File: src/rtl/sd_cmd_tx.sv
// SD command-line transmitter: latches index/argument, computes CRC7 serially,
// then shifts the 48-bit frame MSB-first onto CMD under a divided SD_CLK.
module sd_cmd_tx #(
    parameter int unsigned CLK_DIV   = 126,
    parameter int unsigned TAIL_CLKS = 8
) (
    input  logic        ex_clk,
    input  logic        reset,
    input  logic        cmd_en,
    input  logic [5:0]  cmd_index,
    input  logic [31:0] cmd_arg,
    output logic        sd_clk,
    output logic        sd_cmd,
    output logic        busy,
    output logic        done
);
    localparam int unsigned FRAME_W = 40;
    localparam int unsigned CMD_W   = 48;
    localparam int unsigned REST_W  = CMD_W - 1;
    localparam int unsigned DIV_W   = (CLK_DIV > 2) ? $clog2(CLK_DIV) : 1;
    localparam int unsigned CNT_MAX = (TAIL_CLKS > CMD_W) ? TAIL_CLKS : CMD_W;
    localparam int unsigned CNT_W   = $clog2(CNT_MAX);

    typedef enum logic [1:0] {
        S_IDLE  = 2'd0,
        S_CRC   = 2'd1,
        S_SHIFT = 2'd2,
        S_TAIL  = 2'd3
    } state_t;

    state_t              state;
    logic [FRAME_W-1:0]  frame;
    logic [6:0]          crc;
    logic [REST_W-1:0]   rest;
    logic [DIV_W-1:0]    div_cnt;
    logic [CNT_W-1:0]    bit_cnt;

    logic [6:0]          crc_nxt;
    logic [FRAME_W-1:0]  frame_rot;
    logic [DIV_W-1:0]    div_nxt;
    logic                div_wrap;
    logic                crc_fb;

    // The frame register rotates during CRC so it is back in order after 40 steps.
    always_comb begin
        crc_fb    = frame[FRAME_W-1] ^ crc[6];
        crc_nxt   = {crc[5:3], crc[2] ^ crc_fb, crc[1:0], crc_fb};
        frame_rot = {frame[FRAME_W-2:0], frame[FRAME_W-1]};
        div_nxt   = div_cnt + DIV_W'(1);
        div_wrap  = (div_cnt == DIV_W'(CLK_DIV - 1));
    end

    always_ff @(posedge ex_clk) begin
        if (reset) begin
            state   <= S_IDLE;
            frame   <= '0;
            crc     <= '0;
            rest    <= '0;
            div_cnt <= '0;
            bit_cnt <= '0;
            sd_clk  <= 1'b0;
            sd_cmd  <= 1'b1;
            busy    <= 1'b0;
            done    <= 1'b0;
        end else begin
            done <= 1'b0;
            case (state)
                S_IDLE: begin
                    sd_clk <= 1'b0;
                    sd_cmd <= 1'b1;
                    if (cmd_en) begin
                        frame   <= {2'b01, cmd_index, cmd_arg};
                        crc     <= '0;
                        bit_cnt <= '0;
                        busy    <= 1'b1;
                        state   <= S_CRC;
                    end
                end

                S_CRC: begin
                    frame <= frame_rot;
                    crc   <= crc_nxt;
                    if (bit_cnt == CNT_W'(FRAME_W - 1)) begin
                        // Start bit goes out now; the rest queues behind it.
                        sd_cmd  <= frame_rot[FRAME_W-1];
                        rest    <= {frame_rot[FRAME_W-2:0], crc_nxt, 1'b1};
                        div_cnt <= '0;
                        sd_clk  <= 1'b0;
                        bit_cnt <= '0;
                        state   <= S_SHIFT;
                    end else begin
                        bit_cnt <= bit_cnt + CNT_W'(1);
                    end
                end

                S_SHIFT: begin
                    if (div_wrap) begin
                        div_cnt <= '0;
                        sd_clk  <= 1'b0;
                        if (bit_cnt == CNT_W'(CMD_W - 1)) begin
                            sd_cmd  <= 1'b1;
                            bit_cnt <= '0;
                            state   <= S_TAIL;
                        end else begin
                            sd_cmd  <= rest[REST_W-1];
                            rest    <= {rest[REST_W-2:0], 1'b0};
                            bit_cnt <= bit_cnt + CNT_W'(1);
                        end
                    end else begin
                        div_cnt <= div_nxt;
                        sd_clk  <= (div_nxt >= DIV_W'(CLK_DIV / 2));
                    end
                end

                S_TAIL: begin
                    sd_cmd <= 1'b1;
                    if (div_wrap) begin
                        div_cnt <= '0;
                        sd_clk  <= 1'b0;
                        if (bit_cnt == CNT_W'(TAIL_CLKS - 1)) begin
                            bit_cnt <= '0;
                            busy    <= 1'b0;
                            done    <= 1'b1;
                            state   <= S_IDLE;
                        end else begin
                            bit_cnt <= bit_cnt + CNT_W'(1);
                        end
                    end else begin
                        div_cnt <= div_nxt;
                        sd_clk  <= (div_nxt >= DIV_W'(CLK_DIV / 2));
                    end
                end

                default: state <= S_IDLE;
            endcase
        end
    end
endmodule

File: config.mk
export PLATFORM = sky130hd
export DESIGN_NAME = sd_cmd_tx
export DESIGN_NICKNAME = d
export VERILOG_FILES = /design/src/rtl/sd_cmd_tx.sv
export SDC_FILE = /design/constraint.sdc
export NUM_CORES = 1
export LEC_CHECK = 0
export ABC_AREA = 1
export BUFFER_PORTS_ARGS = -buffer_cell sky130_fd_sc_hd__buf_2
export CORE_MARGIN = 2
export CORE_UTILIZATION = 52
export CTS_CLUSTER_SIZE = 14
export DETAILED_ROUTE_END_ITERATION = 8
export PLACE_DENSITY = 0.75
export SYNTH_ARGS = -nofsm -noshare
export SYNTH_HDL_FRONTEND = slang
export SYNTH_SLANG_ARGS = --single-unit
File: constraint.sdc
create_clock -name ex_clk -period 3.08 [get_ports ex_clk]
set_clock_uncertainty 0.15 [all_clocks]
set_input_delay 0.462 -clock ex_clk [delete_from_list [all_inputs] [get_ports ex_clk]]
set_output_delay 0.462 -clock ex_clk [all_outputs]
set_load 0.05 [all_outputs]
==> flow_metrics.env, run 1 <==
export IMPL_ys_seq_area_share_pct=42.1
export IMPL_yosysWarnings=0
export IMPL_drt_initial_drc_count=266
export IMPL_layout_drive_gt1_share_pct=11.4
export IMPL_cp_required_ns=3.33
export IMPL_setup_ws_ns=0.775
export IMPL_arrival_ns=2.56
export IMPL_clk_pin_slew_worst_paths_ns=0.06
export IMPL_path_cells="inv_1 > ha_1 > buf_4 > nand2_2 > nand2_2 > nor2_4 > buf_12 > nand2_1 > nand2_1 > nor2_1"
export IMPL_syn_area_sq_um=5370
export IMPL_peakVddDrop_mv=0.502
export IMPL_p_leak_nw=2.56
export IMPL_tightest_slew_ns=0.495
export IMPL_fin_crit_ns=2.31
export IMPL_ios=45
export IMPL_wl_um=11100
export IMPL_cts_hold_repair_buffers=0
export IMPL_cts_resized=0
export IMPL_finalHoldViolCount=0
export IMPL_crit_family="simple AND/OR/NAND/NOR gates"
export IMPL_synth_distinct_cells=26
export IMPL_die_w_um=106
export IMPL_std_cell_rows=37
export IMPL_worstPathMaxFanout=92
export IMPL_max_freq_ghz=0.434
export IMPL_critPathSlowestCell="dfxtp_1"
export IMPL_cts_setup_buffers=0
export IMPL_hpwlAfterDp_um=7000
export IMPL_hold_path_end="frame[34]"
export IMPL_die_h_um=106
export IMPL_place_ws_ns=0.831
export IMPL_hold_depth=3
export IMPL_grt_max_degree=93
export IMPL_antenna_cells=0
export IMPL_grt_overflow=0
export IMPL_critical_path_buf_inv_count=3
export IMPL_cts_htree_levels=4
export IMPL_cp_start_kind="register"
export IMPL_setup_viol=0
export IMPL_syn_inst=763
export IMPL_reg2reg_depth=10
export IMPL_track_usage_pct=21.5
export IMPL_avgSynthCellArea_sq_um=7.04
export IMPL_timing_final_max_slew_violations=0
export IMPL_r2r_end="rest[23]"
export IMPL_criticalPathCategory="register to register"
export IMPL_insertion_delay_ns=0.52
export IMPL_avgViaCountPerCell=5.17
export IMPL_grt_pass1_wl_um=19700
export IMPL_rsz0062_at_grt="false"
export IMPL_synth_edf_count=0
export IMPL_synthArstFlopShare_pct=0
export IMPL_synth_nets=812
export IMPL_status="complete, no violations"
export IMPL_fp_coreArea_sq_um=10200
export IMPL_cp_slowest_stage_delay_ns=0.38
export IMPL_drc=0
export IMPL_routabilityCongestion=0.838
export IMPL_critPathCaptureType="register"
export IMPL_hold_path_startpoint="cmd_index[2]"
export IMPL_synth_flop_cell="dfxtp_1"
export IMPL_cap_violations=0
export IMPL_dieArea_sq_um=11200
export IMPL_cts_root_buf="clkbuf_8"
export IMPL_cts_sinks=113
export IMPL_min_period_over_period_pct=74.8
export IMPL_p_per_area_nw_per_um2=977
export IMPL_initial_core_util_pct=52.7
export IMPL_area_growth_pct=14.2
export IMPL_hp_class="input pin to register"
export IMPL_wl_per_cell_um=11.9
export IMPL_r2r_start="state[1]"
export IMPL_ant_nets=0
export IMPL_cts_made_buffers=17
export IMPL_antenna_found_initial=0
export IMPL_r2r_slack_ns=0.77
export IMPL_grt_pass1_vias=4485
export IMPL_fin_util_pct=60.2
export IMPL_clock_path_buffers=2
export IMPL_io_buffer_count=44
export IMPL_cts_tree="yes"
export IMPL_final_net_count=837
export IMPL_vias=4825
export IMPL_dr_pass1_iters=5
export IMPL_maxSlewHeadroom_pct=66.8
export IMPL_finalSetupTns_ns=0
export IMPL_ys_ff_latch=113
[synth_stat cells (9+ instances only)]
cell	n	area, sq um
o21ai_0	44	220
dfxtp_1	113	2260
a31oi_1	38	238
mux2i_1	43	430
nand2_1	249	935
a21oi_1	22	110
buf_2	13	65.1
clkbuf_1	14	52.6
inv_1	28	105
nand3_1	16	80.1
buf_4	9	67.6
nor2_1	128	480
[power by group]
| part | switching [mW] | leakage (nW) | internal [mW] | total [mW] |
|---|---|---|---|---|
| combinational | 1.36 | 1.38 | 0.746 | 2.10 |
| sequential | 0.279 | 0.929 | 1.90 | 2.18 |
| clock | 0.629 | 0.256 | 1.09 | 1.72 |
[tightest hold or removal path, cell delays in order]
cell and delay [ns]:
buf_2 0.10, nand2_1 0.05, a31oi_1 0.07
[final cells by class]
class / count / area (sq um)
fill: 959 / 4050
clock inverter: 7 / 62.6
inverter: 31 / 116
sequential: 113 / 2260
clock buffer: 22 / 453
tap: 136 / 170
timing repair buffer: 52 / 305
multi-input combinational: 573 / 2770
[cells by family (layout without fill, tap and decap cells)]
family / count (synthesis) / count (layout) / synth area share, %
flops: 113 / 113 / 42.1
buf+inv: 77 / 112 / 6.59
simple gates: 409 / 409 / 29.8
compound gates: 111 / 111 / 11.3
xor+xnor: 2 / 2 / 0.326
mux: 43 / 43 / 8.01
fa+ha+maj: 8 / 8 / 1.86
[sequential cells by signal, summed over array words and instances (netlist names), 2 cells and up]
| signal | flops |
|---|---|
| div_cnt | 7 |
| state | 2 |
| rest | 47 |
| bit_cnt | 6 |
| crc | 7 |
| frame | 40 |
[cell usage in the layout, fill, tap and decap left out, types with 2 or more instances in the layout]
master | synthesis | routed
nand2_1 | 249 | 248
nor2_1 | 128 | 128
dfxtp_1 | 113 | 113
o21ai_0 | 44 | 44
buf_2 | 13 | 44
mux2i_1 | 43 | 43
a31oi_1 | 38 | 38
inv_1 | 28 | 28
a21oi_1 | 22 | 22
nand3_1 | 16 | 16
clkbuf_16 | 0 | 16
ha_1 | 8 | 7
o21ai_1 | 6 | 6
buf_4 | 9 | 6
nand2_2 | 4 | 5
clkinv_2 | 0 | 5
inv_2 | 3 | 3
nand3b_1 | 3 | 3
clkbuf_8 | 0 | 3
clkbuf_1 | 14 | 3
nor2_2 | 3 | 2
nor2_4 | 1 | 2
nand4_1 | 2 | 2
xnor2_1 | 2 | 2
nor3_1 | 2 | 2
buf_12 | 0 | 2
[metrics by stage]
stage,instance area (sq um),power [mW],cells,hold WS (ns)
finish,6130,5.99,934,0.0626
global route,6130,6.47,934,0.0520
CTS,6130,6.03,934,0.0433
detailed placement,5620,4.28,905,0.318
global placement,5620,4.20,905,0.312
floorplan,5370,3.92,763,0.299
[metal layers]
metal | vias up | global-route usage [%] | share of wire, %
li1 | 2507 | - | -
met1 | 2204 | 26.6 | 48
met2 | 101 | 35.7 | 47
met3 | 13 | 5.50 | 4.3
met4 | 0 | 8.55 | 1.4
met5 | - | 0 | 0
[worst max path at each step]
stage / from / to / slack [ns] / cells past startpoint
finish: state[1] / rest[23] / 0.77 / 10
global route: state[1] / sd_clk / 0.57 / 10
CTS: state[1] / rest[23] / 0.80 / 10
detailed placement: state[1] / sd_clk / 0.83 / 10
global placement: state[1] / sd_clk / 0.94 / 10
floorplan: state[0] / frame[10] / 1.24 / 10
(Power assumes the default switching activity.)
==> inputs of run 2 (changes only) <==
--- a/config.mk
+++ b/config.mk
@@ -11,7 +11,7 @@
 export CORE_UTILIZATION = 52
 export CTS_CLUSTER_SIZE = 14
 export DETAILED_ROUTE_END_ITERATION = 8
-export PLACE_DENSITY = 0.75
+export PLACE_DENSITY = 0.78
 export SYNTH_ARGS = -nofsm -noshare
 export SYNTH_HDL_FRONTEND = slang
 export SYNTH_SLANG_ARGS = --single-unit
==> constraint.sdc (replaced) <==
create_clock -name ex_clk -period 2 [get_ports ex_clk]
set_clock_uncertainty 0.15 [all_clocks]
set_input_delay 0.3 -clock ex_clk [delete_from_list [all_inputs] [get_ports ex_clk]]
set_output_delay 0.3 -clock ex_clk [all_outputs]
set_load 0.05 [all_outputs]
==> run 2 against run 1 <==
Against the previous run:
- sequential power increased by 56%
- setup slack got worse by 0.76 ns
- total power increased by 78%
- largest cell class unchanged
- critical endpoint unchanged
- fmax increased by 16%
- global-route usage increased by 3.8 points
- critical path type unchanged
==> flow_metrics.env, run 2 (synthesis gave the netlist of run 1 again) <==
export IMPL_finalHoldViolCount=0
export IMPL_vias=5400
export IMPL_cts_made_buffers=17
export IMPL_hpwlAfterDp_um=7600
export IMPL_wl_per_cell_um=14.3
export IMPL_insertion_delay_ns=0.52
export IMPL_p_leak_nw=2.91
export IMPL_min_period_over_period_pct=99.4
export IMPL_peakVddDrop_mv=0.879
export IMPL_std_cell_rows=37
export IMPL_final_cells=992
export IMPL_largest_reg_flops=47
export IMPL_die_w_um=106
export IMPL_die_h_um=106
export IMPL_fin_area_sq_um=6950
export IMPL_cts_root_buf="clkbuf_8"
export IMPL_hp_class="input pin to register"
export IMPL_fin_util_pct=68.3
export IMPL_placedCellCount=918
export IMPL_critPathCaptureType="register"
export IMPL_cp_required_ns=2.26
export IMPL_r2r_slack_ns=0.01
export IMPL_most_common_layout_cells="nand2_1 (244), nor2_1 (124), dfxtp_1 (107), buf_2 (44), mux2i_1 (43)"
export IMPL_cts_sinks=113
export IMPL_top_register="rest"
export IMPL_timing_final_max_slew_violations=0
export IMPL_placed_area_sq_um=5780
export IMPL_dieArea_sq_um=11200
export IMPL_dr_pass1_iters=6
export IMPL_worstPathMaxFanout=19
export IMPL_cts_tree="yes"
export IMPL_initial_core_util_pct=52.7
export IMPL_clk_pin_slew_worst_paths_ns=0.06
export IMPL_hold_path_startpoint="reset"
export IMPL_critPathSlowestCell="dfxtp_2"
export IMPL_p_total_mw=10.7
export IMPL_grt_overflow=0
export IMPL_drt_initial_drc_count=382
export IMPL_p_per_area_nw_per_um2=1540
export IMPL_largestRegisters="rest: 47 flops, frame: 40 flops"
export IMPL_antenna_found_initial=0
export IMPL_avgViaCountPerCell=5.44
export IMPL_clock_path_buffers=2
export IMPL_area_growth_pct=29.4
export IMPL_grt_pass1_vias=5153
export IMPL_grt_pass1_wl_um=23000
export IMPL_fp_coreArea_sq_um=10200
export IMPL_cp_start_kind="register"
export IMPL_final_common_cell="nand2_1"
export IMPL_ant_nets=0
export IMPL_drc=0
export IMPL_arrival_ns=2.25
export IMPL_cp_slowest_stage_delay_ns=0.35
export IMPL_setup_viol=0
export IMPL_r2r_start="bit_cnt[0]"
export IMPL_path_cells="ha_2 > nand2_2 > nor2_2 > nand2_2 > o21ai_4 > nor2_4 > buf_12 > clkbuf_16 > nor2_1 > nor2_1"
export IMPL_tightest_slew_ns=0.461
export IMPL_wl_um=14200
export IMPL_layout_drive_gt1_share_pct=15.2
export IMPL_max_freq_ghz=0.503
export IMPL_status="complete, no violations"
export IMPL_track_usage_pct=25.3
export IMPL_fin_crit_ns=1.99
export IMPL_final_net_count=892
export IMPL_rsz0062_at_grt="true"
export IMPL_grt_max_degree=49
export IMPL_routabilityCongestion=0.930
export IMPL_maxSlewHeadroom_pct=69.3
export IMPL_antenna_cells=0
export IMPL_cts_htree_levels=4
export IMPL_io_buffer_count=44
export IMPL_ios=45
export IMPL_crit_path_start="bit_cnt[0]"
export IMPL_cap_violations=0
export IMPL_criticalPathCategory="register to register"
[run 2: cell types whose count changed in the layout (fill, tap and decap cells not counted), moves of 6 or more]
cell	delta
o21ai_1	+7
dfxtp_1	-6
buf_12	+6
dfxtp_2	+6
buf_4	+8
dlygate4sd3_1	+38
o21ai_0	-8
[run 2: worst paths after layout]
| check | to | depth (start not counted) |
|---|---|---|
| max | rest[23] | 10 |
| min | rest[2] | 4 |
| max reg2reg | rest[23] | 10 |
| min reg2reg | crc[2] | 2 |
[run 2: per-layer routing]
metal	vias to the layer above	global-route usage, %	routed length [um]
met3	37	5.63	795
met5	-	0	0
met4	0	11.9	347
met2	200	44.2	7200
met1	2536	29.3	5860
li1	2627	-	-
[run 2: layout make-up]
type	count	area [sq um]
multi-input combinational	573	2820
sequential	113	2270
timing repair buffer	107	931
clock buffer	23	467
fill	804	3230
clock inverter	9	178
tap	136	170
inverter	31	116
[run 2: timing repair]
| action | CTS | global route |
|---|---|---|
| gates resized for setup | 3 | 31 |
| buffers inserted | 0 | 2 |
| hold buffers | 38 | 0 |
| hold endpoints to repair | 38 | 0 |
| setup endpoints to repair | 9 | 104 |
| gates cloned | 0 | 2 |
| pin swaps | 0 | 3 |
[run 2: worst max-delay path: cells and delay by family (launching register included)]
family	cells	cell delay [ns]
flip-flops	1	0.35
adder cells (fa/ha/maj)	1	0.20
AND/OR/NAND/NOR	6	0.67
AO/OA/AOI/OAI	1	0.20
buffers and inverters	2	0.32
[run 2: stage by stage]
stage	setup TNS (ns)	setup WS [ns]	hold slack (ns)
after CTS	0	0.00314	0.0329
final	0	0.0129	0.0364
after floorplan	0	0.163	0.299
after global routing	-0.510	-0.0728	0.0644
after global placement	0	0.0986	0.312
after detailed placement	0	0.00861	0.316
[run 2: report_power, final]
group | switching [mW] | internal [mW]
Sequential | 0.472 | 2.93
Clock | 1.04 | 2.25
Combinational | 2.43 | 1.57
Total | 3.94 | 6.74
